==> config.mk <==
export PLATFORM = sky130hd
export DESIGN_NAME = fifo_store4_8
export DESIGN_NICKNAME = d
export VERILOG_FILES = /design/src/rtl/fifo_store4_8.sv
export SDC_FILE = /design/constraint.sdc
export NUM_CORES = 1
export LEC_CHECK = 0
export CORE_ASPECT_RATIO = 0.8
export CORE_MARGIN = 3
export CORE_UTILIZATION = 47
export CTS_CLUSTER_SIZE = 12
export DETAILED_ROUTE_END_ITERATION = 8
export GPL_TIMING_DRIVEN = 0
export PLACE_DENSITY = 0.89
export SLEW_MARGIN = 20
export SYNTH_ARGS = -nofsm -noshare
export SYNTH_HDL_FRONTEND = slang
export SYNTH_SLANG_ARGS = --single-unit
==> constraint.sdc <==
create_clock -name clk -period 2.68 [get_ports clk]
set_input_delay 0.536 -clock clk [delete_from_list [all_inputs] [get_ports clk]]
set_output_delay 0.536 -clock clk [all_outputs]
set_load 0.05 [all_outputs]
==> src/rtl/fifo_store4_8.sv <==
// Four-entry, 8-bit first-word-fall-through store feeding mux4_8.
// Slots drive d0..d3 directly and the read pointer drives the mux sel.
module fifo_store4_8 (
    input  logic       clk,
    input  logic       rst_n,
    input  logic       clr,
    input  logic       wr_en,
    input  logic [7:0] din,
    input  logic       rd_en,
    output logic [7:0] d0,
    output logic [7:0] d1,
    output logic [7:0] d2,
    output logic [7:0] d3,
    output logic [1:0] sel,
    output logic [2:0] count,
    output logic       empty,
    output logic       full,
    output logic       overflow,
    output logic       underflow
);

    logic [7:0] slot [4];
    logic [1:0] wp;
    logic       wa;
    logic       ra;
    logic [2:0] count_next;

    // wr_en/rd_en are requests sampled on the rising edge.
    // A request is accepted (wa/ra) only if the store can honour it that cycle.
    // A read when full frees a slot, so a simultaneous write is accepted.
    // A write into an empty store is not readable until the next cycle.
    always_comb begin
        wa = wr_en & (~full | rd_en);
        ra = rd_en & ~empty;
        count_next = count + {2'b00, wa} - {2'b00, ra};
    end

    always_comb begin
        empty = (count == 3'd0);
        full  = (count == 3'd4);
    end

    // Pointers, occupancy and error flags; clr wins over any request.
    always_ff @(posedge clk or negedge rst_n) begin
        if (!rst_n) begin
            wp        <= 2'd0;
            sel       <= 2'd0;
            count     <= 3'd0;
            overflow  <= 1'b0;
            underflow <= 1'b0;
        end else if (clr) begin
            wp        <= 2'd0;
            sel       <= 2'd0;
            count     <= 3'd0;
            overflow  <= 1'b0;
            underflow <= 1'b0;
        end else begin
            if (wa) begin
                wp <= wp + 2'd1;
            end
            if (ra) begin
                sel <= sel + 2'd1;
            end
            count     <= count_next;
            overflow  <= wr_en & ~wa;
            underflow <= rd_en & ~ra;
        end
    end

    // Slot data is kept across clr; only reset wipes it.
    always_ff @(posedge clk or negedge rst_n) begin
        if (!rst_n) begin
            for (int i = 0; i < 4; i++) begin
                slot[i] <= 8'h00;
            end
        end else if (!clr && wa) begin
            slot[wp] <= din;
        end
    end

    always_comb begin
        d0 = slot[0];
        d1 = slot[1];
        d2 = slot[2];
        d3 = slot[3];
    end

endmodule

==> report_table.html, run 1 <==
<table>
<tr><th>Metric</th><th>Value</th></tr>
<tr><th colspan="2">STA</th></tr>
<tr><td>Slew at the pin closest to its max-slew limit</td><td>0.5406 ns</td></tr>
<tr><td>PnR worst setup slack</td><td>between 0.1 and 0.15 ns</td></tr>
<tr><td>Max Clock Freq</td><td>0.3923 GHz</td></tr>
<tr><td>Final Max Slew Viols</td><td>0</td></tr>
<tr><td>Clk_skew</td><td>0.005420 ns</td></tr>
<tr><td>Post-route clock period utilization</td><td>approximately 95%</td></tr>
<tr><td>Final count of hold timing violations</td><td>0</td></tr>
<tr><td>Final setup violation count</td><td>0</td></tr>
<tr><td>Tmin final</td><td>between 2 and 3 ns</td></tr>
<tr><td>Relative slew slack</td><td>about 64%</td></tr>
<tr><th colspan="2">GRT</th></tr>
<tr><td>Antenna violations before repair</td><td>0</td></tr>
<tr><td>Wire length of the first global-routing pass</td><td>between 6 and 7 mm</td></tr>
<tr><td>GRT met3 Usage</td><td>about 6.5%</td></tr>
<tr><td>Most Crowded Layer GR</td><td>met2</td></tr>
<tr><td>Via count of the first global-routing pass</td><td>~1,300</td></tr>
<tr><td>Maximum number of pins on one net before global-route repair</td><td>29</td></tr>
<tr><td>Met2 demand-to-capacity share in global routing</td><td>between 30% and 40%</td></tr>
<tr><td>Global Route Usage Sum</td><td>a little under a fifth</td></tr>
<tr><td>Remaining global-route overflow</td><td>0</td></tr>
<tr><td>Met1 track utilization from global routing</td><td>22.95%</td></tr>
<tr><th colspan="2">Clock network</th></tr>
<tr><td>Longest Clk Path Bufs</td><td>2</td></tr>
<tr><td>Max H-tree Level</td><td>2</td></tr>
<tr><td>Clock buffer count from CTS</td><td>5</td></tr>
<tr><td>Reg clk slew, reported paths</td><td>~0.080 ns</td></tr>
<tr><td>Num Clock Sinks</td><td>slightly above 40</td></tr>
<tr><td>Insertion delay to the later sink of the worst-skew pair</td><td>~0.29 ns</td></tr>
<tr><td>Library cell used as clock root buffer</td><td>clkbuf_8</td></tr>
<tr><td>TritonCTS clock tree</td><td>done</td></tr>
<tr><th colspan="2">Final layout</th></tr>
<tr><td>ANT cells</td><td>0</td></tr>
<tr><td>Layout net count</td><td>approximately 210</td></tr>
<tr><td>Final Instance Count excl. Fillers</td><td>approximately 240</td></tr>
<tr><td>Fraction of layout cells with a size suffix above 1</td><td>29.57%</td></tr>
<tr><td>Top library cells by usage in the layout, fill and taps aside</td><td>clkdlybuf4s50_1, dfrtp_1, mux2_4</td></tr>
<tr><td>Area Growth Syn to Fin</td><td>38.36%</td></tr>
<tr><td>Leading cell type in the layout, fill and taps excluded</td><td>clkdlybuf4s50_1</td></tr>
<tr><th colspan="2">Route</th></tr>
<tr><td>Initial DRC count</td><td>between 80 and 90</td></tr>
<tr><td>Final antenna-violating net count</td><td>0</td></tr>
<tr><td>Pre-Repair DR Iteration Count</td><td>4</td></tr>
<tr><td>Mean routed wirelength per cell</td><td>roughly 17 um</td></tr>
<tr><td>Number of DRC violations after detailed routing</td><td>0</td></tr>
<tr><td>Vias per Instance</td><td>between 4 and 5</td></tr>
<tr><td>Detailed-route wire length</td><td>between 4 and 5 mm</td></tr>
<tr><td>Vias after detailed routing</td><td>approximately 1,200</td></tr>
<tr><th colspan="2">Floorplan</th></tr>
<tr><td>Overall die area</td><td>4804 um^2</td></tr>
<tr><td>Die Ht</td><td>62.60 um</td></tr>
<tr><td>Die width</td><td>~77 um</td></tr>
<tr><td>Area of the core</td><td>3637 um^2</td></tr>
<tr><td>Number of rows in the core area</td><td>19</td></tr>
<tr><td>Number of top-level pins</td><td>54</td></tr>
<tr><td>Initial Utilization</td><td>51.74%</td></tr>
<tr><th colspan="2">Power</th></tr>
<tr><td>IR Drop Worst-Case VDD</td><td>~0.58 mV</td></tr>
<tr><td>Leakage power total</td><td>between 1 and 1.5 nW</td></tr>
<tr><td>Power per cell area</td><td>approximately 1200 nW/um^2</td></tr>
<tr><th colspan="2">Critical path</th></tr>
<tr><td>Critical Path Sink Type</td><td>flop</td></tr>
<tr><td>Startpoint-to-endpoint class of the critical path</td><td>primary input to flop</td></tr>
<tr><td>Most Frequent Cell on Critical Path</td><td>inv_1</td></tr>
<tr><td>CP required</td><td>2.85 ns</td></tr>
<tr><td>Reg2Reg Capture Point</td><td>count[2]</td></tr>
<tr><td>Endpoint arrival time on the critical path</td><td>between 2 and 3 ns</td></tr>
<tr><td>Crit Reg-Reg Startpoint</td><td>count[1]</td></tr>
<tr><td>Critical path buffers and inverters</td><td>5</td></tr>
<tr><td>Crit-path max cell delay</td><td>0.48 ns</td></tr>
<tr><td>Source of the critical timing path</td><td>rd_en</td></tr>
<tr><td>Critical-path cell with the highest stage delay</td><td>or4b_1</td></tr>
<tr><td>Flop-to-flop setup slack</td><td>0.17 ns</td></tr>
<tr><td>Crit-path leading delay family</td><td>simple AND/OR/NAND/NOR gates</td></tr>
<tr><td>Worst Path Max Fanout</td><td>8</td></tr>
<tr><td>Cell Chain, Critical Path</td><td>dlygate4sd2_1 &gt; or4b_1 &gt; buf_4 &gt; and2_1 &gt; inv_1 &gt; ha_1 &gt; inv_1 &gt; ha_1 &gt; inv_1 &gt; fa_1 &gt; xnor2_1 &gt; nor2_1</td></tr>
<tr><td>Worst Reg-to-Reg Cells</td><td>11</td></tr>
<tr><td>Startpoint Class</td><td>primary input</td></tr>
<tr><th colspan="2">Synthesis</th></tr>
<tr><td>Synthesis warning total</td><td>0</td></tr>
<tr><td>Library cell with the largest summed area after synthesis</td><td>dfrtp_1</td></tr>
<tr><td>Main combinational cell family by area after synthesis</td><td>multiplexers</td></tr>
<tr><td>Share of async-settable or async-resettable flops after synthesis</td><td>100.0%</td></tr>
<tr><td>Post-synthesis compound-gate area fraction</td><td>around 1.6%</td></tr>
<tr><td>Top flip-flop cell by instance count after synthesis</td><td>dfrtp_1</td></tr>
<tr><td>Fraction of the yosys area taken by sequential cells</td><td>a little over half</td></tr>
<tr><td>Mean Syn Cell Area</td><td>15.55 um^2</td></tr>
<tr><td>Fraction of synthesized cell area taken by the top area cell type</td><td>between 50% and 60%</td></tr>
<tr><td>Mapped Cells</td><td>about 120</td></tr>
<tr><td>Post-synthesis net count</td><td>between 100 and 150</td></tr>
<tr><td>Seq cells post-synth</td><td>between 40 and 50</td></tr>
<tr><td>Multiplexer area fraction after synthesis</td><td>between 20% and 30%</td></tr>
<tr><td>Share of synthesized cell area in full adder, half adder and majority cells</td><td>a little over 5%</td></tr>
<tr><td>Number of flops mapped to enable cells by yosys</td><td>0</td></tr>
<tr><td>Netlist cell types</td><td>26</td></tr>
<tr><td>Parity-gate share of the synthesized area counting xor and xnor cells</td><td>1.396%</td></tr>
<tr><td>Synth Area in Simple Gates</td><td>slightly below 8%</td></tr>
<tr><td>Summed instance area of the synthesized netlist</td><td>roughly 1900 um^2</td></tr>
<tr><td>Dominant cells by area after synthesis</td><td>dfrtp_1, mux2_4, ha_1</td></tr>
<tr><th colspan="2">Placed design</th></tr>
<tr><td>Post-placement cell count</td><td>about 230</td></tr>
<tr><td>Port buffer count</td><td>53</td></tr>
<tr><td>Worst slack after detailed placement</td><td>-0.4242 ns</td></tr>
<tr><td>Detailed-placement wirelength estimate</td><td>about 2.9 mm</td></tr>
<tr><td>Routability Congestion</td><td>approximately 0.76</td></tr>
<tr><th colspan="2">Run</th></tr>
<tr><td>Max-cap violations</td><td>0</td></tr>
<tr><th colspan="2">Worst hold path</th></tr>
<tr><td>Hold WC Path Type</td><td>primary input to async pin</td></tr>
<tr><th colspan="2">Run status</th></tr>
<tr><td>Run status</td><td>completed</td></tr>
</table>
==> worst max path at each step <==
stage               cells past startpoint        to  slack [ns]
CTS                                     2     empty        0.02
global placement                       12  count[2]       -0.34
global route                           12  count[2]      -0.003
detailed placement                     12  count[2]       -0.42
floorplan                              11  count[2]       0.003
finish                                 12  count[2]        0.13
==> synthesized netlist by cell type, drive strengths merged (2+ instances only) <==
master  number
and3         4
nor2b        2
ha           6
nor3b        2
o21ai        2
buf          5
dfrtp       41
o31ai        2
nor2         4
xor2         2
mux2        32
inv          6
==> routing by layer <==
metal,share of wire (%),wire length [um]
met1,43,1735
met2,52,2117
met3,4.4,177
met4,0.52,21
met5,0,0
==> power by group <==
group	switching, mW	total, mW	leakage (nW)	internal (mW)
Clock	0.209	0.390	0.0450	0.181
Combinational	1.12	1.85	0.631	0.734
Sequential	0.148	0.991	0.518	0.843
==> layout make-up <==
| type | count | area, um^2 |
|---|---|---|
| tap | 52 | 65.06 |
| sequential | 41 | 1028 |
| inverter | 6 | 22.52 |
| multi-input combinational | 68 | 779.5 |
| buffer | 6 | 56.30 |
| clock buffer | 6 | 72.57 |
| timing repair buffer | 57 | 569.3 |
| fill | 244 | 1033 |
| clock inverter | 2 | 10.01 |
==> repair_timing <==
item	in CTS	in global routing
pin swaps	0	1
setup endpoints to repair	2	2
resized for setup	2	3
endpoints found under the hold margin	0	0
hold buffers	0	0
buffers inserted	0	3
==> cells by family (layout without fill, tap and decap cells) <==
logic type,Yosys count,after routing
flops,41,41
mux,32,32
simple gates,21,21
buf+inv,12,77
fa+ha+maj,7,7
compound gates,5,5
xor+xnor,3,3
==> worst register-to-register path, delay by kind of cell, from the launching register on <==
family        cells  cell delay [ns]
xor+xnor          1             0.15
fa+ha+maj         3             0.71
buf+inv           4             0.34
flops             1             0.43
simple gates      3             0.76
==> sequential cells by signal, summed over array words and instances, names as in the netlist <==
name / count
count: 3
d0: 8
d1: 8
d2: 8
d3: 8
overflow: 1
sel: 2
underflow: 1
wp: 2
==> stage by stage <==
stage / power, mW / hold slack [ns] / TNS [ns] / area, um^2 / utilization (%)
floorplan: 2.222 / 0.2404 / 0 / 1882 / -
global placement: 2.786 / 0.4924 / -0.6178 / 2477 / 68.11
detailed placement: 2.843 / 0.4698 / -0.7635 / 2492 / 68.52
CTS: 3.241 / 0.1496 / 0 / 2576 / 70.83
global route: 3.387 / 0.1556 / -0.002531 / 2604 / 71.59
finish: 3.235 / 0.1446 / 0 / 2604 / 71.59
No activity file was read; power rests on OpenSTA's default activity.
==> run 2, diff against run 1 <==
--- a/config.mk
+++ b/config.mk
@@ -11,7 +11,7 @@
 export CTS_CLUSTER_SIZE = 12
 export DETAILED_ROUTE_END_ITERATION = 8
 export GPL_TIMING_DRIVEN = 0
-export PLACE_DENSITY = 0.89
+export PLACE_DENSITY = 0.78
 export SLEW_MARGIN = 20
 export SYNTH_ARGS = -nofsm -noshare
 export SYNTH_HDL_FRONTEND = slang
==> run 2 against run 1 <==
Clock skew shrank 0.0011 ns. Routed wire length shrank 2.0%. Combinational power about the same. Cell count down 0.84%.
==> report_table.html, run 2 (same netlist as run 1, synthesis figures left out) <==
<table>
<tr><th>Metric</th><th>Value</th></tr>
<tr><th colspan="2">Worst hold path</th></tr>
<tr><td>Hold WC Path Type</td><td>primary input to async pin</td></tr>
<tr><th colspan="2">GRT</th></tr>
<tr><td>Antenna violations before repair</td><td>0</td></tr>
<tr><td>Remaining global-route overflow</td><td>0</td></tr>
<tr><td>Global Route Usage Sum</td><td>about 18%</td></tr>
<tr><td>Maximum number of pins on one net before global-route repair</td><td>32</td></tr>
<tr><td>Via count of the first global-routing pass</td><td>between 1,000 and 1,500</td></tr>
<tr><td>Wire length of the first global-routing pass</td><td>just under 7 mm</td></tr>
<tr><th colspan="2">Critical path</th></tr>
<tr><td>Worst Reg-to-Reg Cells</td><td>10</td></tr>
<tr><td>Source of the critical timing path</td><td>rd_en</td></tr>
<tr><td>Startpoint Class</td><td>primary input</td></tr>
<tr><td>Crit-path leading delay family</td><td>adder cells</td></tr>
<tr><td>Crit Reg-Reg Startpoint</td><td>count[1]</td></tr>
<tr><td>Critical Path Sink Type</td><td>flop</td></tr>
<tr><td>Critical path buffers and inverters</td><td>5</td></tr>
<tr><td>Worst Path Max Fanout</td><td>8</td></tr>
<tr><td>Cell Chain, Critical Path</td><td>dlygate4sd2_1 &gt; or4b_1 &gt; buf_4 &gt; and2_1 &gt; inv_1 &gt; ha_1 &gt; inv_1 &gt; ha_1 &gt; inv_1 &gt; fa_2 &gt; nor2_1</td></tr>
<tr><td>Reg2Reg Capture Point</td><td>count[1]</td></tr>
<tr><td>Critical-path cell with the highest stage delay</td><td>fa_2</td></tr>
<tr><td>Most Frequent Cell on Critical Path</td><td>inv_1</td></tr>
<tr><td>Endpoint arrival time on the critical path</td><td>2.70 ns</td></tr>
<tr><td>Startpoint-to-endpoint class of the critical path</td><td>primary input to flop</td></tr>
<tr><td>Flop-to-flop setup slack</td><td>~0.16 ns</td></tr>
<tr><td>CP required</td><td>between 2 and 3 ns</td></tr>
<tr><td>Crit-path max cell delay</td><td>between 0.5 and 0.6 ns</td></tr>
<tr><th colspan="2">Placed design</th></tr>
<tr><td>Worst slack after detailed placement</td><td>-0.4432 ns</td></tr>
<tr><td>Port buffer count</td><td>53</td></tr>
<tr><td>Routability Congestion</td><td>between 0.7 and 0.8</td></tr>
<tr><td>Detailed-placement wirelength estimate</td><td>roughly 2.9 mm</td></tr>
<tr><th colspan="2">Floorplan</th></tr>
<tr><td>Die width</td><td>between 70 and 80 um</td></tr>
<tr><td>Area of the core</td><td>between 3000 and 4000 um^2</td></tr>
<tr><td>Initial Utilization</td><td>between 50% and 60%</td></tr>
<tr><td>Number of rows in the core area</td><td>19</td></tr>
<tr><td>Die Ht</td><td>62.60 um</td></tr>
<tr><td>Number of top-level pins</td><td>54</td></tr>
<tr><td>Overall die area</td><td>just under 5000 um^2</td></tr>
<tr><th colspan="2">Power</th></tr>
<tr><td>Power per cell area</td><td>roughly 1300 nW/um^2</td></tr>
<tr><td>Clock network power share</td><td>approximately 15%</td></tr>
<tr><td>Total power of the final layout</td><td>between 3 and 4 mW</td></tr>
<tr><td>Leakage power total</td><td>1.193 nW</td></tr>
<tr><td>Internal Power</td><td>between 1.5 and 2 mW</td></tr>
<tr><td>Switching share of total power</td><td>between 40% and 50%</td></tr>
<tr><td>Sequential power share</td><td>29.7%</td></tr>
<tr><td>IR Drop Worst-Case VDD</td><td>0.7378 mV</td></tr>
<tr><td>Sw power</td><td>about 1.5 mW</td></tr>
<tr><td>Combinational share of power</td><td>roughly 55%</td></tr>
<tr><th colspan="2">STA</th></tr>
<tr><td>Final setup violation count</td><td>0</td></tr>
<tr><td>PnR worst setup slack</td><td>roughly 0.13 ns</td></tr>
<tr><td>Hold slack</td><td>about 0.12 ns</td></tr>
<tr><td>Post-Route Setup TNS</td><td>0 ns</td></tr>
<tr><td>RSZ-0062 raised after global routing</td><td>no</td></tr>
<tr><td>Final count of hold timing violations</td><td>0</td></tr>
<tr><td>Max Clock Freq</td><td>~0.39 GHz</td></tr>
<tr><td>Post-route clock period utilization</td><td>95.03%</td></tr>
<tr><td>Final Max Slew Viols</td><td>0</td></tr>
<tr><td>Relative slew slack</td><td>roughly two thirds</td></tr>
<tr><td>Clk_skew</td><td>between 0.004 and 0.005 ns</td></tr>
<tr><td>Slew at the pin closest to its max-slew limit</td><td>between 0.5 and 0.6 ns</td></tr>
<tr><td>Tmin final</td><td>2.547 ns</td></tr>
<tr><th colspan="2">Route</th></tr>
<tr><td>Detailed-route wire length</td><td>~4.0 mm</td></tr>
<tr><td>Pre-Repair DR Iteration Count</td><td>4</td></tr>
<tr><td>Vias after detailed routing</td><td>1,149</td></tr>
<tr><td>Initial DRC count</td><td>55</td></tr>
<tr><td>Final antenna-violating net count</td><td>0</td></tr>
<tr><td>Number of DRC violations after detailed routing</td><td>0</td></tr>
<tr><td>Vias per Instance</td><td>approximately 5</td></tr>
<tr><td>Mean routed wirelength per cell</td><td>about 17 um</td></tr>
<tr><th colspan="2">Clock network</th></tr>
<tr><td>Hold buffer count at CTS</td><td>0</td></tr>
<tr><td>Clock buffer count from CTS</td><td>5</td></tr>
<tr><td>Insertion delay to the later sink of the worst-skew pair</td><td>between 0.2 and 0.3 ns</td></tr>
<tr><td>Num Clock Sinks</td><td>41</td></tr>
<tr><td>TritonCTS clock tree</td><td>done</td></tr>
<tr><td>Reg clk slew, reported paths</td><td>~0.08 ns</td></tr>
<tr><td>Library cell used as clock root buffer</td><td>clkbuf_8</td></tr>
<tr><td>Max H-tree Level</td><td>2</td></tr>
<tr><td>Longest Clk Path Bufs</td><td>2</td></tr>
<tr><th colspan="2">Final layout</th></tr>
<tr><td>Post-layout util</td><td>between 70% and 80%</td></tr>
<tr><td>Fraction of layout cells with a size suffix above 1</td><td>around 29%</td></tr>
<tr><td>Top library cells by usage in the layout, fill and taps aside</td><td>clkdlybuf4s50_1, dfrtp_1, mux2_4</td></tr>
<tr><td>ANT cells</td><td>0</td></tr>
<tr><td>Area Growth Syn to Fin</td><td>39.69%</td></tr>
<tr><td>FILL cells</td><td>approximately 240</td></tr>
<tr><td>Layout net count</td><td>203</td></tr>
<tr><td>Leading cell type in the layout, fill and taps excluded</td><td>clkdlybuf4s50_1</td></tr>
<tr><th colspan="2">Run status</th></tr>
<tr><td>Run status</td><td>completed</td></tr>
<tr><th colspan="2">Run</th></tr>
<tr><td>Max-cap violations</td><td>0</td></tr>
</table>
==> run 2: cell count changes in the layout (fill, tap and decap cells not counted), sizes merged <==
cell / change
clkdlybuf4s50: +1
bufinv: +1
clkinv: -2
buf: -2
dlymetal6s2s: -1
clkbuf: +1
==> run 2: how the worst max path moves through the flow <==
stage | endpoint | slack, ns | depth (start not counted)
final | count[1] | 0.13 | 11
after global routing | count[2] | 0.009 | 12
after CTS | count[2] | 0.05 | 11
after detailed placement | count[2] | -0.44 | 12
after global placement | count[2] | -0.35 | 12
after floorplan | count[2] | 0.003 | 11
==> run 2: power by group through the flow <==
stage                     combinational, mW  clock, mW  sequential, mW
after detailed placement               1.83          0            1.01
after global placement                 1.80          0           0.992
after global routing                   1.93      0.541            1.03
final                                  1.85      0.505           0.996
after CTS                              1.84      0.516            1.00
after floorplan                       0.468          0            1.75
==> run 2: final cells by class <==
type / count / area, um^2 / area share, %
Multi-Input combinational cell: 68 / 789.5 / 30.03
Tap cell: 52 / 65.06 / 2.475
Sequential cell: 41 / 1027 / 39.08
Buffer: 6 / 56.30 / 2.142
Inverter: 6 / 22.52 / 0.8567
Clock inverter: 1 / 30.03 / 1.142
Clock buffer: 7 / 86.33 / 3.284
Timing Repair Buffer: 55 / 551.8 / 20.99
==> run 2: per-layer routing <==
layer	track usage, %	vias to the layer above	wire length [um]
met5	0	-	0
met3	5.620	6	154
li1	-	538	-
met4	5.204	0	41
met2	30.87	26	1985
met1	23.19	579	1792
==> run 2: worst register-to-register path, stage by stage (launching register included) <==
cell and delay, ns:
dfrtp_2 0.44, or4b_1 0.54, buf_4 0.19, and2_1 0.18, inv_1 0.06, ha_1 0.22, inv_1 0.05, ha_1 0.12
inv_1 0.05, fa_2 0.51, nor2_1 0.04
==> run 2: metrics by stage <==
step           cell area, um^2  instances
2_1_floorplan             1882        121
3_3_place_gp              2477        226
3_5_place_dp              2492        227
4_1_cts                   2610        235
5_1_grt                   2629        236
6_report                  2629        236
==> run 2: what timing repair did <==
item,CTS,global route
buffers inserted,0,1
setup endpoints to repair,2,2
pin swaps,1,0
hold endpoints to repair,0,0
gates resized for setup,2,3
==> run 3, diff against run 2 <==
--- a/config.mk
+++ b/config.mk
@@ -8,6 +8,7 @@
 export CORE_ASPECT_RATIO = 0.8
 export CORE_MARGIN = 3
 export CORE_UTILIZATION = 47
+export CTS_CLUSTER_DIAMETER = 150
 export CTS_CLUSTER_SIZE = 12
 export DETAILED_ROUTE_END_ITERATION = 8
 export GPL_TIMING_DRIVEN = 0
==> constraint.sdc (replaced) <==
create_clock -name clk -period 2.56 [get_ports clk]
set_input_delay 0.512 -clock clk [delete_from_list [all_inputs] [get_ports clk]]
set_output_delay 0.512 -clock clk [all_outputs]
set_load 0.05 [all_outputs]
==> run 3 against run 2 <==
Setup slack got worse by 0.047 ns. Routed wire length shrank 2.0%. Critical path depth did not move. Clock power fell by 8.7%. First-iteration DRC count increased by 3.6%. Utilization increased by 0.14 points. Count of clock-buffer cells in the layout unchanged. Sequential cell count did not move. Global-route usage down 0.52 points. Sequential share of layout area barely moved. Non-clock buffer count increased by 2. Register-to-register slack got worse by 0.05 ns.
==> report_table.html, run 3 (same netlist as run 1, synthesis figures left out) <==
<table>
<tr><th>Metric</th><th>Value</th></tr>
<tr><th colspan="2">Power</th></tr>
<tr><td>Combinational share of power</td><td>between 50% and 60%</td></tr>
<tr><td>Sequential power share</td><td>slightly above 30%</td></tr>
<tr><td>Switching share of total power</td><td>44.75%</td></tr>
<tr><td>Leakage power total</td><td>around 1.2 nW</td></tr>
<tr><td>Power per cell area</td><td>1307 nW/um^2</td></tr>
<tr><td>Internal Power</td><td>1.902 mW</td></tr>
<tr><td>IR Drop Worst-Case VDD</td><td>0.9195 mV</td></tr>
<tr><td>Sw power</td><td>~1.5 mW</td></tr>
<tr><td>Clock network power share</td><td>a little over an eighth</td></tr>
<tr><th colspan="2">Placed design</th></tr>
<tr><td>Detailed-placement wirelength estimate</td><td>between 2 and 3 mm</td></tr>
<tr><td>Post-Place Cell Area</td><td>about 2500 um^2</td></tr>
<tr><td>Routability Congestion</td><td>roughly 0.73</td></tr>
<tr><td>Post-placement cell count</td><td>227</td></tr>
<tr><td>Port buffer count</td><td>53</td></tr>
<tr><th colspan="2">Floorplan</th></tr>
<tr><td>Initial Utilization</td><td>51.74%</td></tr>
<tr><td>Overall die area</td><td>~4800 um^2</td></tr>
<tr><td>Die width</td><td>about 77 um</td></tr>
<tr><td>Number of top-level pins</td><td>54</td></tr>
<tr><td>Die Ht</td><td>between 60 and 70 um</td></tr>
<tr><td>Area of the core</td><td>3637 um^2</td></tr>
<tr><td>Number of rows in the core area</td><td>19</td></tr>
<tr><th colspan="2">Critical path</th></tr>
<tr><td>Flop-to-flop setup slack</td><td>approximately 0.11 ns</td></tr>
<tr><td>Crit-path max cell delay</td><td>approximately 0.51 ns</td></tr>
<tr><td>Startpoint-to-endpoint class of the critical path</td><td>primary input to flop</td></tr>
<tr><td>Most Frequent Cell on Critical Path</td><td>inv_1</td></tr>
<tr><td>Worst Reg-to-Reg Cells</td><td>10</td></tr>
<tr><td>Crit-path leading delay family</td><td>adder cells</td></tr>
<tr><td>Critical path buffers and inverters</td><td>5</td></tr>
<tr><td>Reg2Reg Capture Point</td><td>count[1]</td></tr>
<tr><td>Worst Path Max Fanout</td><td>8</td></tr>
<tr><td>Critical-path cell with the highest stage delay</td><td>fa_2</td></tr>
<tr><td>Endpoint arrival time on the critical path</td><td>approximately 2.6 ns</td></tr>
<tr><td>Startpoint Class</td><td>primary input</td></tr>
<tr><td>Critical Path Sink Type</td><td>flop</td></tr>
<tr><td>Cell Chain, Critical Path</td><td>dlygate4sd2_1 &gt; or4b_4 &gt; buf_6 &gt; and2_1 &gt; inv_1 &gt; ha_1 &gt; inv_1 &gt; ha_1 &gt; inv_1 &gt; fa_2 &gt; nor2_1</td></tr>
<tr><td>Source of the critical timing path</td><td>rd_en</td></tr>
<tr><td>CP required</td><td>between 2 and 3 ns</td></tr>
<tr><td>Crit Reg-Reg Startpoint</td><td>count[1]</td></tr>
<tr><th colspan="2">Final layout</th></tr>
<tr><td>Top library cells by usage in the layout, fill and taps aside</td><td>clkdlybuf4s50_1, dfrtp_1, mux2_4</td></tr>
<tr><td>ANT cells</td><td>0</td></tr>
<tr><td>Area Growth Syn to Fin</td><td>39.96%</td></tr>
<tr><td>Layout net count</td><td>between 200 and 250</td></tr>
<tr><td>Post-route cell area</td><td>~2600 um^2</td></tr>
<tr><td>Leading cell type in the layout, fill and taps excluded</td><td>clkdlybuf4s50_1</td></tr>
<tr><td>Final Instance Count excl. Fillers</td><td>between 200 and 250</td></tr>
<tr><td>Fraction of layout cells with a size suffix above 1</td><td>31.72%</td></tr>
<tr><th colspan="2">Clock network</th></tr>
<tr><td>Insertion delay to the later sink of the worst-skew pair</td><td>roughly 0.29 ns</td></tr>
<tr><td>Num Clock Sinks</td><td>41</td></tr>
<tr><td>Reg clk slew, reported paths</td><td>approximately 0.07 ns</td></tr>
<tr><td>Clock buffer count from CTS</td><td>5</td></tr>
<tr><td>Max H-tree Level</td><td>2</td></tr>
<tr><td>TritonCTS clock tree</td><td>done</td></tr>
<tr><td>Longest Clk Path Bufs</td><td>2</td></tr>
<tr><td>Library cell used as clock root buffer</td><td>clkbuf_8</td></tr>
<tr><th colspan="2">GRT</th></tr>
<tr><td>Global Route Usage Sum</td><td>~18%</td></tr>
<tr><td>Remaining global-route overflow</td><td>0</td></tr>
<tr><td>Met2 demand-to-capacity share in global routing</td><td>27.39%</td></tr>
<tr><td>Most Crowded Layer GR</td><td>met2</td></tr>
<tr><td>Met1 track utilization from global routing</td><td>about 24%</td></tr>
<tr><td>GRT met3 Usage</td><td>roughly 5.0%</td></tr>
<tr><td>Maximum number of pins on one net before global-route repair</td><td>31</td></tr>
<tr><td>Antenna violations before repair</td><td>0</td></tr>
<tr><td>Wire length of the first global-routing pass</td><td>roughly 6.7 mm</td></tr>
<tr><td>Via count of the first global-routing pass</td><td>roughly 1,200</td></tr>
<tr><th colspan="2">STA</th></tr>
<tr><td>Relative slew slack</td><td>between 60% and 70%</td></tr>
<tr><td>Post-route clock period utilization</td><td>a little over nine tenths</td></tr>
<tr><td>Slew at the pin closest to its max-slew limit</td><td>about 0.52 ns</td></tr>
<tr><td>Max Clock Freq</td><td>0.4042 GHz</td></tr>
<tr><td>Tmin final</td><td>approximately 2.5 ns</td></tr>
<tr><td>Final Max Slew Viols</td><td>0</td></tr>
<tr><td>Final setup violation count</td><td>0</td></tr>
<tr><td>Final count of hold timing violations</td><td>0</td></tr>
<tr><td>Clk_skew</td><td>0.004386 ns</td></tr>
<tr><td>RSZ-0062 raised after global routing</td><td>no</td></tr>
<tr><th colspan="2">Route</th></tr>
<tr><td>Vias after detailed routing</td><td>1,153</td></tr>
<tr><td>Pre-Repair DR Iteration Count</td><td>4</td></tr>
<tr><td>Final antenna-violating net count</td><td>0</td></tr>
<tr><td>Vias per Instance</td><td>just under 5</td></tr>
<tr><td>Mean routed wirelength per cell</td><td>approximately 16 um</td></tr>
<tr><td>Initial DRC count</td><td>between 50 and 60</td></tr>
<tr><td>Detailed-route wire length</td><td>3.893 mm</td></tr>
<tr><td>Number of DRC violations after detailed routing</td><td>0</td></tr>
<tr><th colspan="2">Run status</th></tr>
<tr><td>Run status</td><td>completed</td></tr>
<tr><th colspan="2">Worst hold path</th></tr>
<tr><td>Hold WC Path Type</td><td>primary input to async pin</td></tr>
<tr><th colspan="2">Run</th></tr>
<tr><td>Max-cap violations</td><td>0</td></tr>
</table>
run 3: power by group through the flow:
stage | Combinational, mW | Clock, mW | Sequential [mW]
after floorplan | 0.490 | 0 | 1.84
after global placement | 1.89 | 0 | 1.04
after detailed placement | 1.91 | 0 | 1.06
after CTS | 1.95 | 0.474 | 1.04
after global routing | 2.02 | 0.503 | 1.07
final | 1.94 | 0.461 | 1.04
run 3: through the flow:
stage / setup slack [ns] / utilization (%) / total power [mW] / TNS, ns / hold slack [ns]
after detailed placement: -0.5141 / 68.63 / 2.971 / -1.014 / 0.4178
after global placement: -0.4446 / 68.21 / 2.929 / -1.105 / 0.4939
after floorplan: 0.001513 / - / 2.329 / 0 / 0.2164
after CTS: 0.003677 / 72.07 / 3.463 / 0 / 0.1004
after global routing: 0.01812 / 72.41 / 3.596 / 0 / 0.1061
final: 0.08592 / 72.41 / 3.442 / 0 / 0.09696
run 3: how the worst max path moves through the flow:
stage	end	slack, ns	cells after the start
finish	count[1]	0.09	11
global route	count[1]	0.02	10
CTS	count[2]	0.004	12
detailed placement	count[2]	-0.51	12
global placement	count[2]	-0.44	12
floorplan	count[2]	0.002	11
run 3: routing by layer:
metal / up-vias / wire (um)
met5: - / 0
met3: 5 / 165
li1: 541 / -
met2: 25 / 1912
met4: 0 / 52
met1: 582 / 1763
run 3: cell type report:
class | count | area [um^2]
plain buffers | 6 | 60.06
multi-input cells | 68 | 785.8
clock inverters | 1 | 5.005
well taps | 52 | 65.06
clock buffers | 7 | 96.34
fillers | 262 | 1003
inverters | 6 | 22.52
repair buffers | 57 | 569.3
flip-flops and latches | 41 | 1030
run 3: timing repair:
action                                  4_1_cts  5_1_grt
endpoints found under the setup margin        2        2
buffers inserted                              3        0
hold buffers                                  0        0
pin swaps                                     0        1
gates resized for setup                       2        4
